`config.mk`:
```
export PLATFORM = sky130hd
export DESIGN_NAME = mxint8_negate_arb_flat
export DESIGN_NICKNAME = d
export VERILOG_FILES = /design/src/rtl/mxint8_negate_arb_pkg.sv /design/src/rtl/mxint8_negate_arb_if.sv /design/src/rtl/mxint8_negate.sv /design/src/rtl/mxint8_negate_arb.sv /design/src/flat_wrapper.sv
export SDC_FILE = /design/constraint.sdc
export NUM_CORES = 1
export LEC_CHECK = 0
export ABC_AREA = 1
export BUFFER_PORTS_ARGS = -buffer_cell sky130_fd_sc_hd__buf_2
export CORE_AREA = 2 2 326 328
export CTS_CLUSTER_DIAMETER = 40
export DETAILED_ROUTE_END_ITERATION = 8
export DIE_AREA = 0 0 328 330
export PLACE_DENSITY = 0.49
export SKIP_CTS_REPAIR_TIMING = 1
export SLEW_MARGIN = 25
export SYNTH_ARGS = -nofsm -noshare
export SYNTH_HDL_FRONTEND = slang
export SYNTH_SLANG_ARGS = --single-unit
```
`constraint.sdc`:
```
create_clock -name i_clk -period 2.2 [get_ports i_clk]
set_input_delay 0.33 -clock i_clk [delete_from_list [all_inputs] [get_ports i_clk]]
set_output_delay 0.33 -clock i_clk [all_outputs]
set_load 0.005 [all_outputs]
```
`src/rtl/mxint8_negate_arb_pkg.sv`:
```
// Shared MXINT8 constants plus types for the two-requester negate arbiter.
// The backtick block below stands in for the shared mxint8_includes.v header.
`ifndef MXINT8_INCLUDES_V
`define MXINT8_INCLUDES_V
`define BLOCK_SIZE 32
`define MXINT8_ELEMENT_WIDTH 8
`define MXINT8_UNUSED_ENCODE 8'h80
`endif

package mxint8_negate_arb_pkg;

    localparam int BLOCK_SIZE_DEF = `BLOCK_SIZE;
    localparam int ELEM_W_DEF     = `MXINT8_ELEMENT_WIDTH;
    localparam int SCALE_W_DEF    = 8;
    localparam int CNT_W          = 16;

    typedef enum logic {
        REQ0 = 1'b0,
        REQ1 = 1'b1
    } req_id_e;

endpackage

```
`src/rtl/mxint8_negate_arb_if.sv`:
```
// Requester, result and counter bundle between the arbiter and its neighbours.
// slave is the arbiter's view, master the surrounding logic's view.
interface mxint8_negate_arb_if
    import mxint8_negate_arb_pkg::*;
#(
    parameter int BLOCK_SIZE = BLOCK_SIZE_DEF,
    parameter int ELEM_W     = ELEM_W_DEF,
    parameter int SCALE_W    = SCALE_W_DEF
) ();

    logic                                i_req0_valid;
    logic                                i_req1_valid;
    logic                                o_req0_ready;
    logic                                o_req1_ready;
    logic [SCALE_W-1:0]                  i_req0_scale;
    logic [SCALE_W-1:0]                  i_req1_scale;
    logic [BLOCK_SIZE-1:0][ELEM_W-1:0]   i_req0_elements;
    logic [BLOCK_SIZE-1:0][ELEM_W-1:0]   i_req1_elements;
    logic                                i_req0_unused_as_zero;
    logic                                i_req1_unused_as_zero;
    logic                                o_valid;
    logic                                i_ready;
    logic [SCALE_W-1:0]                  o_scale;
    logic [BLOCK_SIZE-1:0][ELEM_W-1:0]   o_elements;
    logic                                o_grant_id;
    logic [CNT_W-1:0]                    o_done_cnt0;
    logic [CNT_W-1:0]                    o_done_cnt1;

    modport slave (
        input  i_req0_valid, i_req1_valid,
        input  i_req0_scale, i_req1_scale,
        input  i_req0_elements, i_req1_elements,
        input  i_req0_unused_as_zero, i_req1_unused_as_zero,
        input  i_ready,
        output o_req0_ready, o_req1_ready,
        output o_valid, o_scale, o_elements, o_grant_id,
        output o_done_cnt0, o_done_cnt1
    );

    modport master (
        output i_req0_valid, i_req1_valid,
        output i_req0_scale, i_req1_scale,
        output i_req0_elements, i_req1_elements,
        output i_req0_unused_as_zero, i_req1_unused_as_zero,
        output i_ready,
        input  o_req0_ready, o_req1_ready,
        input  o_valid, o_scale, o_elements, o_grant_id,
        input  o_done_cnt0, o_done_cnt1
    );

endinterface

```
`src/rtl/mxint8_negate.sv`:
```
// Combinational per-element MXINT8 negate.
// The unused encoding either survives or collapses to zero.
module mxint8_negate
    import mxint8_negate_arb_pkg::*;
#(
    parameter int BLOCK_SIZE = BLOCK_SIZE_DEF,
    parameter int ELEM_W     = ELEM_W_DEF
) (
    input  logic [BLOCK_SIZE-1:0][ELEM_W-1:0] elements,
    input  logic                              unused_as_zero,
    output logic [BLOCK_SIZE-1:0][ELEM_W-1:0] negated
);

    localparam logic [ELEM_W-1:0] UNUSED = ELEM_W'(`MXINT8_UNUSED_ENCODE);

    always_comb begin
        negated = '0;
        for (int i = 0; i < BLOCK_SIZE; i++) begin
            // Most-negative code has no positive twin; never wrap it.
            if (elements[i] == UNUSED) begin
                negated[i] = unused_as_zero ? '0 : UNUSED;
            end else begin
                negated[i] = '0 - elements[i];
            end
        end
    end

endmodule

```
`src/rtl/mxint8_negate_arb.sv`:
```
// Two-requester round-robin front end sharing one MXINT8 negate datapath.
// One-deep registered result stage, full throughput, saturating retire counts.
module mxint8_negate_arb
    import mxint8_negate_arb_pkg::*;
#(
    parameter int BLOCK_SIZE = BLOCK_SIZE_DEF,
    parameter int ELEM_W     = ELEM_W_DEF,
    parameter int SCALE_W    = SCALE_W_DEF
) (
    input  logic                 i_clk,
    input  logic                 i_rst,
    mxint8_negate_arb_if.slave   bus
);

    logic                              load_en;
    logic                              gnt0;
    logic                              gnt1;
    logic                              acc0;
    logic                              acc1;
    logic                              accept;
    logic                              retire;
    req_id_e                           sel;
    req_id_e                           prio;

    logic [BLOCK_SIZE-1:0][ELEM_W-1:0] mux_elems;
    logic [BLOCK_SIZE-1:0][ELEM_W-1:0] neg_elems;
    logic [SCALE_W-1:0]                mux_scale;
    logic                              mux_uaz;

    logic                              valid_q;
    logic [SCALE_W-1:0]                scale_q;
    logic [BLOCK_SIZE-1:0][ELEM_W-1:0] elems_q;
    req_id_e                           id_q;
    logic [CNT_W-1:0]                  cnt0_q;
    logic [CNT_W-1:0]                  cnt1_q;

    always_comb begin
        load_en = !valid_q | bus.i_ready;
        gnt0    = bus.i_req0_valid & ((prio == REQ0) | !bus.i_req1_valid);
        gnt1    = bus.i_req1_valid & ((prio == REQ1) | !bus.i_req0_valid);
        acc0    = load_en & gnt0 & !i_rst;
        acc1    = load_en & gnt1 & !i_rst;
        accept  = acc0 | acc1;
        retire  = valid_q & bus.i_ready;
        sel     = acc1 ? REQ1 : REQ0;
    end

    always_comb begin
        mux_elems = bus.i_req0_elements;
        mux_scale = bus.i_req0_scale;
        mux_uaz   = bus.i_req0_unused_as_zero;
        if (sel == REQ1) begin
            mux_elems = bus.i_req1_elements;
            mux_scale = bus.i_req1_scale;
            mux_uaz   = bus.i_req1_unused_as_zero;
        end
    end

    mxint8_negate #(
        .BLOCK_SIZE (BLOCK_SIZE),
        .ELEM_W     (ELEM_W)
    ) u_negate (
        .elements       (mux_elems),
        .unused_as_zero (mux_uaz),
        .negated        (neg_elems)
    );

    always_ff @(posedge i_clk) begin
        if (i_rst) begin
            valid_q <= 1'b0;
            scale_q <= '0;
            elems_q <= '0;
            id_q    <= REQ0;
            prio    <= REQ0;
        end else if (accept) begin
            valid_q <= 1'b1;
            scale_q <= mux_scale;
            elems_q <= neg_elems;
            id_q    <= sel;
            prio    <= (sel == REQ0) ? REQ1 : REQ0;
        end else if (retire) begin
            valid_q <= 1'b0;
        end
    end

    always_ff @(posedge i_clk) begin
        if (i_rst) begin
            cnt0_q <= '0;
            cnt1_q <= '0;
        end else if (retire) begin
            if (id_q == REQ0 && cnt0_q != '1) cnt0_q <= cnt0_q + 1'b1;
            if (id_q == REQ1 && cnt1_q != '1) cnt1_q <= cnt1_q + 1'b1;
        end
    end

    assign bus.o_req0_ready = acc0;
    assign bus.o_req1_ready = acc1;
    assign bus.o_valid      = valid_q;
    assign bus.o_scale      = scale_q;
    assign bus.o_elements   = elems_q;
    assign bus.o_grant_id   = id_q;
    assign bus.o_done_cnt0  = cnt0_q;
    assign bus.o_done_cnt1  = cnt1_q;

endmodule

```
`src/flat_wrapper.sv`:
```
// flat-port wrapper written by rule: the top's interface ports become plain ports
module mxint8_negate_arb_flat import mxint8_negate_arb_pkg::*;
#(
    parameter int BLOCK_SIZE = BLOCK_SIZE_DEF,
    parameter int ELEM_W     = ELEM_W_DEF,
    parameter int SCALE_W    = SCALE_W_DEF
)
  (i_clk, i_rst, bus_i_req0_valid, bus_i_req1_valid, bus_i_req0_scale, bus_i_req1_scale, bus_i_req0_elements, bus_i_req1_elements, bus_i_req0_unused_as_zero, bus_i_req1_unused_as_zero, bus_i_ready, bus_o_req0_ready, bus_o_req1_ready, bus_o_valid, bus_o_scale, bus_o_elements, bus_o_grant_id, bus_o_done_cnt0, bus_o_done_cnt1);
  mxint8_negate_arb_if #(.BLOCK_SIZE(BLOCK_SIZE), .ELEM_W(ELEM_W), .SCALE_W(SCALE_W)) bus_i ();
  input  logic i_clk;
  input  logic i_rst;
  input wire logic [$bits(bus_i.i_req0_valid)-1:0] bus_i_req0_valid;
  input wire logic [$bits(bus_i.i_req1_valid)-1:0] bus_i_req1_valid;
  input wire logic [$bits(bus_i.i_req0_scale)-1:0] bus_i_req0_scale;
  input wire logic [$bits(bus_i.i_req1_scale)-1:0] bus_i_req1_scale;
  input wire logic [$bits(bus_i.i_req0_elements)-1:0] bus_i_req0_elements;
  input wire logic [$bits(bus_i.i_req1_elements)-1:0] bus_i_req1_elements;
  input wire logic [$bits(bus_i.i_req0_unused_as_zero)-1:0] bus_i_req0_unused_as_zero;
  input wire logic [$bits(bus_i.i_req1_unused_as_zero)-1:0] bus_i_req1_unused_as_zero;
  input wire logic [$bits(bus_i.i_ready)-1:0] bus_i_ready;
  output wire logic [$bits(bus_i.o_req0_ready)-1:0] bus_o_req0_ready;
  output wire logic [$bits(bus_i.o_req1_ready)-1:0] bus_o_req1_ready;
  output wire logic [$bits(bus_i.o_valid)-1:0] bus_o_valid;
  output wire logic [$bits(bus_i.o_scale)-1:0] bus_o_scale;
  output wire logic [$bits(bus_i.o_elements)-1:0] bus_o_elements;
  output wire logic [$bits(bus_i.o_grant_id)-1:0] bus_o_grant_id;
  output wire logic [$bits(bus_i.o_done_cnt0)-1:0] bus_o_done_cnt0;
  output wire logic [$bits(bus_i.o_done_cnt1)-1:0] bus_o_done_cnt1;
  assign bus_i.i_req0_valid = bus_i_req0_valid;
  assign bus_i.i_req1_valid = bus_i_req1_valid;
  assign bus_i.i_req0_scale = bus_i_req0_scale;
  assign bus_i.i_req1_scale = bus_i_req1_scale;
  assign bus_i.i_req0_elements = bus_i_req0_elements;
  assign bus_i.i_req1_elements = bus_i_req1_elements;
  assign bus_i.i_req0_unused_as_zero = bus_i_req0_unused_as_zero;
  assign bus_i.i_req1_unused_as_zero = bus_i_req1_unused_as_zero;
  assign bus_i.i_ready = bus_i_ready;
  assign bus_o_req0_ready = bus_i.o_req0_ready;
  assign bus_o_req1_ready = bus_i.o_req1_ready;
  assign bus_o_valid = bus_i.o_valid;
  assign bus_o_scale = bus_i.o_scale;
  assign bus_o_elements = bus_i.o_elements;
  assign bus_o_grant_id = bus_i.o_grant_id;
  assign bus_o_done_cnt0 = bus_i.o_done_cnt0;
  assign bus_o_done_cnt1 = bus_i.o_done_cnt1;
  mxint8_negate_arb #(.BLOCK_SIZE(BLOCK_SIZE), .ELEM_W(ELEM_W), .SCALE_W(SCALE_W)) u_core (.i_clk(i_clk), .i_rst(i_rst), .bus(bus_i));
endmodule
```
==> Yosys cells after proc, flatten, opt, wreduce, memory -nomap -nowiden <==
Index checks and enable logic that the tools add are counted.
{ "totals": {"regBits": 299, "in_bits": 535, "out_inout_bits": 300, "word_cells": 168} }
{ "op_classes": {"add_sub_neg": 34, "n_eq_ne": 34, "mux": 40, "n_bitwise": 13, "n_reduce_logical": 9} }
{ "op_table": {"columns": ["op", "n"], "rows": [
  ["8-bit 2-to-1 mux", 34],
  ["8-bit == test (second input constant)", 32],
  ["256-bit 2-to-1 mux", 1],
  ["1-bit by 8-bit subtractor with 8-bit output (first input constant)", 32],
  ["16-bit by 1-bit adder with 16-bit output (second input constant)", 2],
  ["16-bit != test (second input constant)", 2],
  ["1-bit AND", 7],
  ["1-bit 2-to-1 mux", 5],
  ["1-bit zero test", 4],
  ["1-bit OR", 4],
  ["2-bit AND reduction", 2],
  ["1-bit logical AND", 2],
  ["1-bit inverter", 2],
  ["2-bit nonzero test", 1]
]} }

==> Longest topological paths before layout <==
{ "logic_depth": {"ltp_word": 9, "mapped_depth": 18, "ltp_nobuf": 16} }

==> Cells and area by module <==
Synthesis repeated with hierarchy kept, for this count alone.
{ "unflattened": {"cells_unflattened": 3551, "area_unflattened_um2": 20089.3} }
{ "modules_own_cells": {"columns": ["mod", "n_inst", "cells_each", "area_each_um2", "seq_area_each_um2"], "rows": [
  ["mxint8_negate_arb", 1, 2349, 14305.0, 5985.7],
  ["mxint8_negate", 1, 1202, 5784.3, 0.0]
]} }

==> Worst setup path after synthesis <==
OpenSTA, ideal clock, no wires.
{ "synth_timing": {"path_type": "input -> register", "from": "in i_rst", "to": "reg u_core.elems_q, in the netlist u_core.bus.o_elements[39]", "setup_time_ps": 109, "arrival_time_ps": 2154, "required_ps": 2091, "setup_slack_ps": -63, "path_stages": 17, "path_buffers": 4, "path_cell_list": "buf_6 > nor2_8 > nand3_4 > buf_8 > buf_6 > buf_6 > nand2_1 > o21ai_1 > inv_1 > ha_1 > nand2_1 > nor2_1 > nand3_1 > nand3_1 > nand3_1 > nand2_1 > inv_1"} }
{ "synth_between": {"elab_chain_cells": 6, "word_cells_on_any_way": 11, "classes_between": "add/sub: 1; eq/ne: 1; mux: 5; bitwise: 3; reduce/logical: 1"} }
{ "synth_lines": {"columns": ["item", "line", "rtl"], "rows": [
  ["start: declaration", "flat_wrapper.sv:11", "input logic i_rst;"],
  ["1-bit zero test", "mxint8_negate_arb.sv:41, mxint8_negate_arb.sv:42", null],
  ["1-bit AND", "mxint8_negate_arb.sv:42", "acc1 = load_en & gnt1 & !i_rst;"],
  ["1-bit 2-to-1 mux", "mxint8_negate_arb.sv:45", "sel = acc1 ? REQ1 : REQ0;"],
  ["256-bit 2-to-1 mux / 1-bit 2-to-1 mux (equally long branches)", "mxint8_negate_arb.sv:52", "if (sel == REQ1) begin"],
  ["1-bit by 8-bit subtractor with 8-bit output, or another cell as far along", "mxint8_negate.sv:23", "negated[i] = '0 - elements[i];"],
  ["8-bit 2-to-1 mux", "mxint8_negate.sv:20", "if (elements[i] == UNUSED) begin"],
  ["end signal: assignment", "mxint8_negate_arb.sv:78", "elems_q <= neg_elems;"],
  ["end: declaration", "mxint8_negate_arb.sv:32", "logic [BLOCK_SIZE-1:0][ELEM_W-1:0] elems_q;"]
]} }
Several ways; a longest one is shown, not always the timed one.
A chain may end at the register's enable or synchronous reset.

==> Worst setup path after layout <==
{ "layout_timing": {"from": "reg u_core.valid_q (netlist: u_core.bus.o_valid)", "to": "reg u_core.elems_q, in the netlist u_core.bus.o_elements[206]"} }
{ "layout_between": {"elab_chain_cells": 8, "word_cells_on_any_way": 12, "classes_between": "add/sub: 1; eq/ne: 1; mux: 3; bitwise: 6; reduce/logical: 1"} }
{ "layout_lines": {"columns": ["item", "line", "rtl"], "rows": [
  ["start: declaration", "mxint8_negate_arb.sv:30", "logic valid_q;"],
  ["start signal: assignment", "mxint8_negate_arb.sv:70", "valid_q <= 1'b0;"],
  ["start signal: assignment", "mxint8_negate_arb.sv:76", "valid_q <= 1'b1;"],
  ["start signal: assignment", "mxint8_negate_arb.sv:82", "valid_q <= 1'b0;"],
  ["1-bit zero test (*)", "mxint8_negate_arb.sv:38", "load_en = !valid_q | bus.i_ready;"],
  ["1-bit OR (*)", "mxint8_negate_arb.sv:38", null],
  ["1-bit AND (2 in a row)", "mxint8_negate_arb.sv:42", null],
  ["1-bit 2-to-1 mux", "mxint8_negate_arb.sv:45", null],
  ["256-bit 2-to-1 mux", "mxint8_negate_arb.sv:52", null],
  ["1-bit by 8-bit subtractor with 8-bit output / 8-bit == test (equally long branches)", "mxint8_negate.sv:23, mxint8_negate.sv:20", null],
  ["8-bit 2-to-1 mux", "mxint8_negate.sv:20", null]
]} }
Mark *: on every way between the ends. The rest lies on a longest branch, timed or not.

==> flow_metrics.tcl <==
set metrics [dict create \
    cellLeakagePower_nw 18.8 \
    pwr-share-clk_pct 51.0 \
    path_buf_inv 8 \
    rows 119 \
    synth_cell_types 45 \
    yosysTopAreaCellShare_pct 29.0 \
    overflow 0 \
    synth_area_leaders "dfxtp_1, nand2_1, inv_1" \
    multi_input_area_um2 13000 \
    die_w_um 328 \
    synth_flop_cell "dfxtp_1" \
    io_buffers 834 \
    post-route-cell-area_um2 35300 \
    r2r-start "u_core.bus.o_valid" \
    rsz0062_at_grt "true" \
    skew_ns 0.0488 \
    nets 5246 \
    fin_tns_setup_ns -17.84 \
    worstPathRequired_ns 2.74 \
    cpPeakStageDelay_ns 0.34 \
    synth_edf_count 0 \
    cts_root_buffer "clkbuf_16" \
    p_comb_share_pct 24.8 \
    min_period_ns 2.41 \
    num_vias 26400 \
    fill_cells 11400 \
    cts_made_buffers 81 \
    violations "negative hold slack, negative setup slack" \
    fin_crit_sh_pct 110 \
    whs_ns -0.0138 \
    numClockSinks 299 \
    layout-drive-gt1-share_pct 40.1 \
    hp-start "bus_i_req1_scale[3]" \
    crit_type "flip-flop to flip-flop" \
    crit_slowest_cell "dfxtp_2" \
    drtPass1Iterations 5 \
    synthArstFlopShare_pct 0 \
    routedWlPerCell_um 17.7 \
    ant_nets 0 \
    fp.dieArea_um2 108000 \
    syn_area_um2 20600 \
    hold_path.class "input port to flip-flop" \
    hold_viol 1 \
    outcome "finished, violations left" \
    synth_fp_nets 3949 \
    clockBufferDepth 3 \
    grt_pass1_wl_mm 148 \
    gp_congestion 0.953 \
    start_util_pct 19.7 \
    critPathArrivalTime_ns 2.95 \
    htree_levels 3 \
    pwr-share-seq_pct 24.2 \
    yosysTopAreaCell "dfxtp_1" \
    grt_pass1_vias 24800 \
    fin_ws_ns -0.215 \
    clk_latency_ns 0.66 \
    path_clk_slew_ns 0.05 \
    start_kind "flip-flop" \
    remaining_drc_errors 0 \
    tightest_slew_ns 1.02 \
    setup_viol 240 \
    regArea_um2 5990 \
    ys_ff_latch 299 \
    grt_use_total_pct 18.0 \
    area_growth_pct 71.1 \
    synth_area_per_cell_um2 6.10 \
    ys_warn_count 0 \
    core_area_um2 105000 \
    setup.worst_path.start "u_core.bus.o_valid" \
    fmax_ghz 0.414 \
    grt_max_degree 158 \
    intPower_mw 17.8 \
    drv_slew 0 \
    swShare_pct 30.7 \
    final_cells 6140 \
    ir_worst_vdd_v 0.000511 \
    dpl_cell_area_um2 29400 \
    end_kind "flip-flop" \
    slew_headroom_pct 31.7 \
    switchingPower_mw 7.90 \
    ys_seq_area_share_pct 29.0 \
    drt_wl_total_mm 108 \
    cpMostUsedCell "buf_12" \
    path_cells "nand2_2, nand3_4, buf_12, buf_16, inv_8, buf_12, nor2_4, clkinv_8, buf_4, buf_12, or2_2, nand3_1, inv_1" \
    dp.cells 5894 \
    dp.final_hpwl_mm 82.6 \
    drtIter0Drc 1193 \
    crit_family "buffers and inverters" \
    via_per_inst 4.29 \
    synth_cells 3380 \
    die_h_um 330 \
    grt_antenna_before_repair 19 \
    critPathMaxFanout 19 \
    ioPinCount 835 \
    max_cap_viol_count 0 \
    cts_tree "built" \
    power_density_nw_per_um2 729 \
]
-- worst reg2reg max path, stage by stage, from the launching register on --
cell and delay (ns):
dfxtp_2 0.34, nand2_2 0.10, nand3_4 0.14, buf_12 0.18, buf_16 0.19, inv_8 0.05, buf_12 0.14, nor2_4 0.28
clkinv_8 0.17, buf_4 0.18, buf_12 0.14, or2_2 0.28, nand3_1 0.08, inv_1 0.04
-- cells in the mapped netlist (34+ instances only) --
master / instances
a21oi_1: 240
o21ai_1: 117
o21ai_2: 58
nand2_1: 879
buf_2: 45
nor2_1: 199
nand4_1: 92
ha_1: 34
nand3_1: 224
inv_1: 548
clkbuf_1: 72
dfxtp_1: 299
o21ai_0: 319
-- path summary, 6_finish.rpt --
check	to	slack, ns	depth (start not counted)
setup / recovery	u_core.bus.o_elements[206]	-0.21	13
hold / removal	u_core.bus.o_scale[3]	-0.01	3
setup reg to reg	u_core.bus.o_elements[206]	-0.21	13
hold reg to reg	u_core.bus.o_scale[3]	0.46	2
-- kinds of logic after synthesis --
family | synth area share, %
AND/OR/NAND/NOR | 31.9
AO/OA/AOI/OAI | 20.8
buffers and inverters | 14.7
flip-flops | 29.0
XOR/XNOR | 1.57
adder cells (fa/ha/maj) | 2.06
-- state kept, by name, summed over array words and instances, names as in the netlist --
| register | flops |
|---|---|
| u_core.bus.o_done_cnt0 | 16 |
| u_core.bus.o_done_cnt1 | 16 |
| u_core.bus.o_elements | 256 |
| u_core.bus.o_grant_id | 1 |
| u_core.bus.o_scale | 8 |
| u_core.bus.o_valid | 1 |
| u_core.prio | 1 |
-- layout make-up --
type                            instances  area share [%]
Timing Repair inverter                  2          0.0780
Inverter                              556            5.99
Tap cell                             1391            4.93
Clock inverter                         53            2.39
Sequential cell                       299            17.0
Multi-Input combinational cell       2361            36.9
Timing Repair Buffer                 1376            26.4
Antenna cell                            5          0.0355
Clock buffer                           97            6.23
-- routing by layer --
metal / track usage [%] / wire length [um] / vias to the layer above
li1: - / - / 13500
met1: 21.5 / 45300 / 12000
met2: 31.5 / 53200 / 743
met3: 4.65 / 7260 / 156
met4: 5.79 / 2620 / 16
met5: 0 / 94 / -
-- placed cells by master, fill, tap and decap left out, types with 94 or more instances in the layout --
master,instances
a21oi_1,230
buf_2,832
buf_4,420
clkbuf_16,94
dfxtp_1,297
inv_1,538
nand2_1,829
nand3_1,188
nor2_1,150
o21ai_0,220
o21ai_1,134
o21ai_2,118
-- through the flow --
stage                     util, %  setup WS [ns]  hold slack [ns]  total power [mW]
final                        33.7         -0.215          -0.0138              25.7
after global routing         33.7         -0.320          0.00628              27.0
after CTS                    31.0         -0.475           -0.110              25.2
after detailed placement     28.1         -0.501            0.455              11.9
after global placement       28.1         -0.483            0.451              11.9
after floorplan                 -        -0.0226            0.461              8.79
-- power by group through the flow --
stage               combinational, mW  sequential (mW)  clock, mW
floorplan                        2.51             6.28          0
global placement                 5.57             6.29          0
detailed placement               5.58             6.29          0
CTS                              5.61             6.20       13.4
global route                     7.03             6.27       13.7
finish                           6.37             6.23       13.1
(Power assumes the default switching activity.)
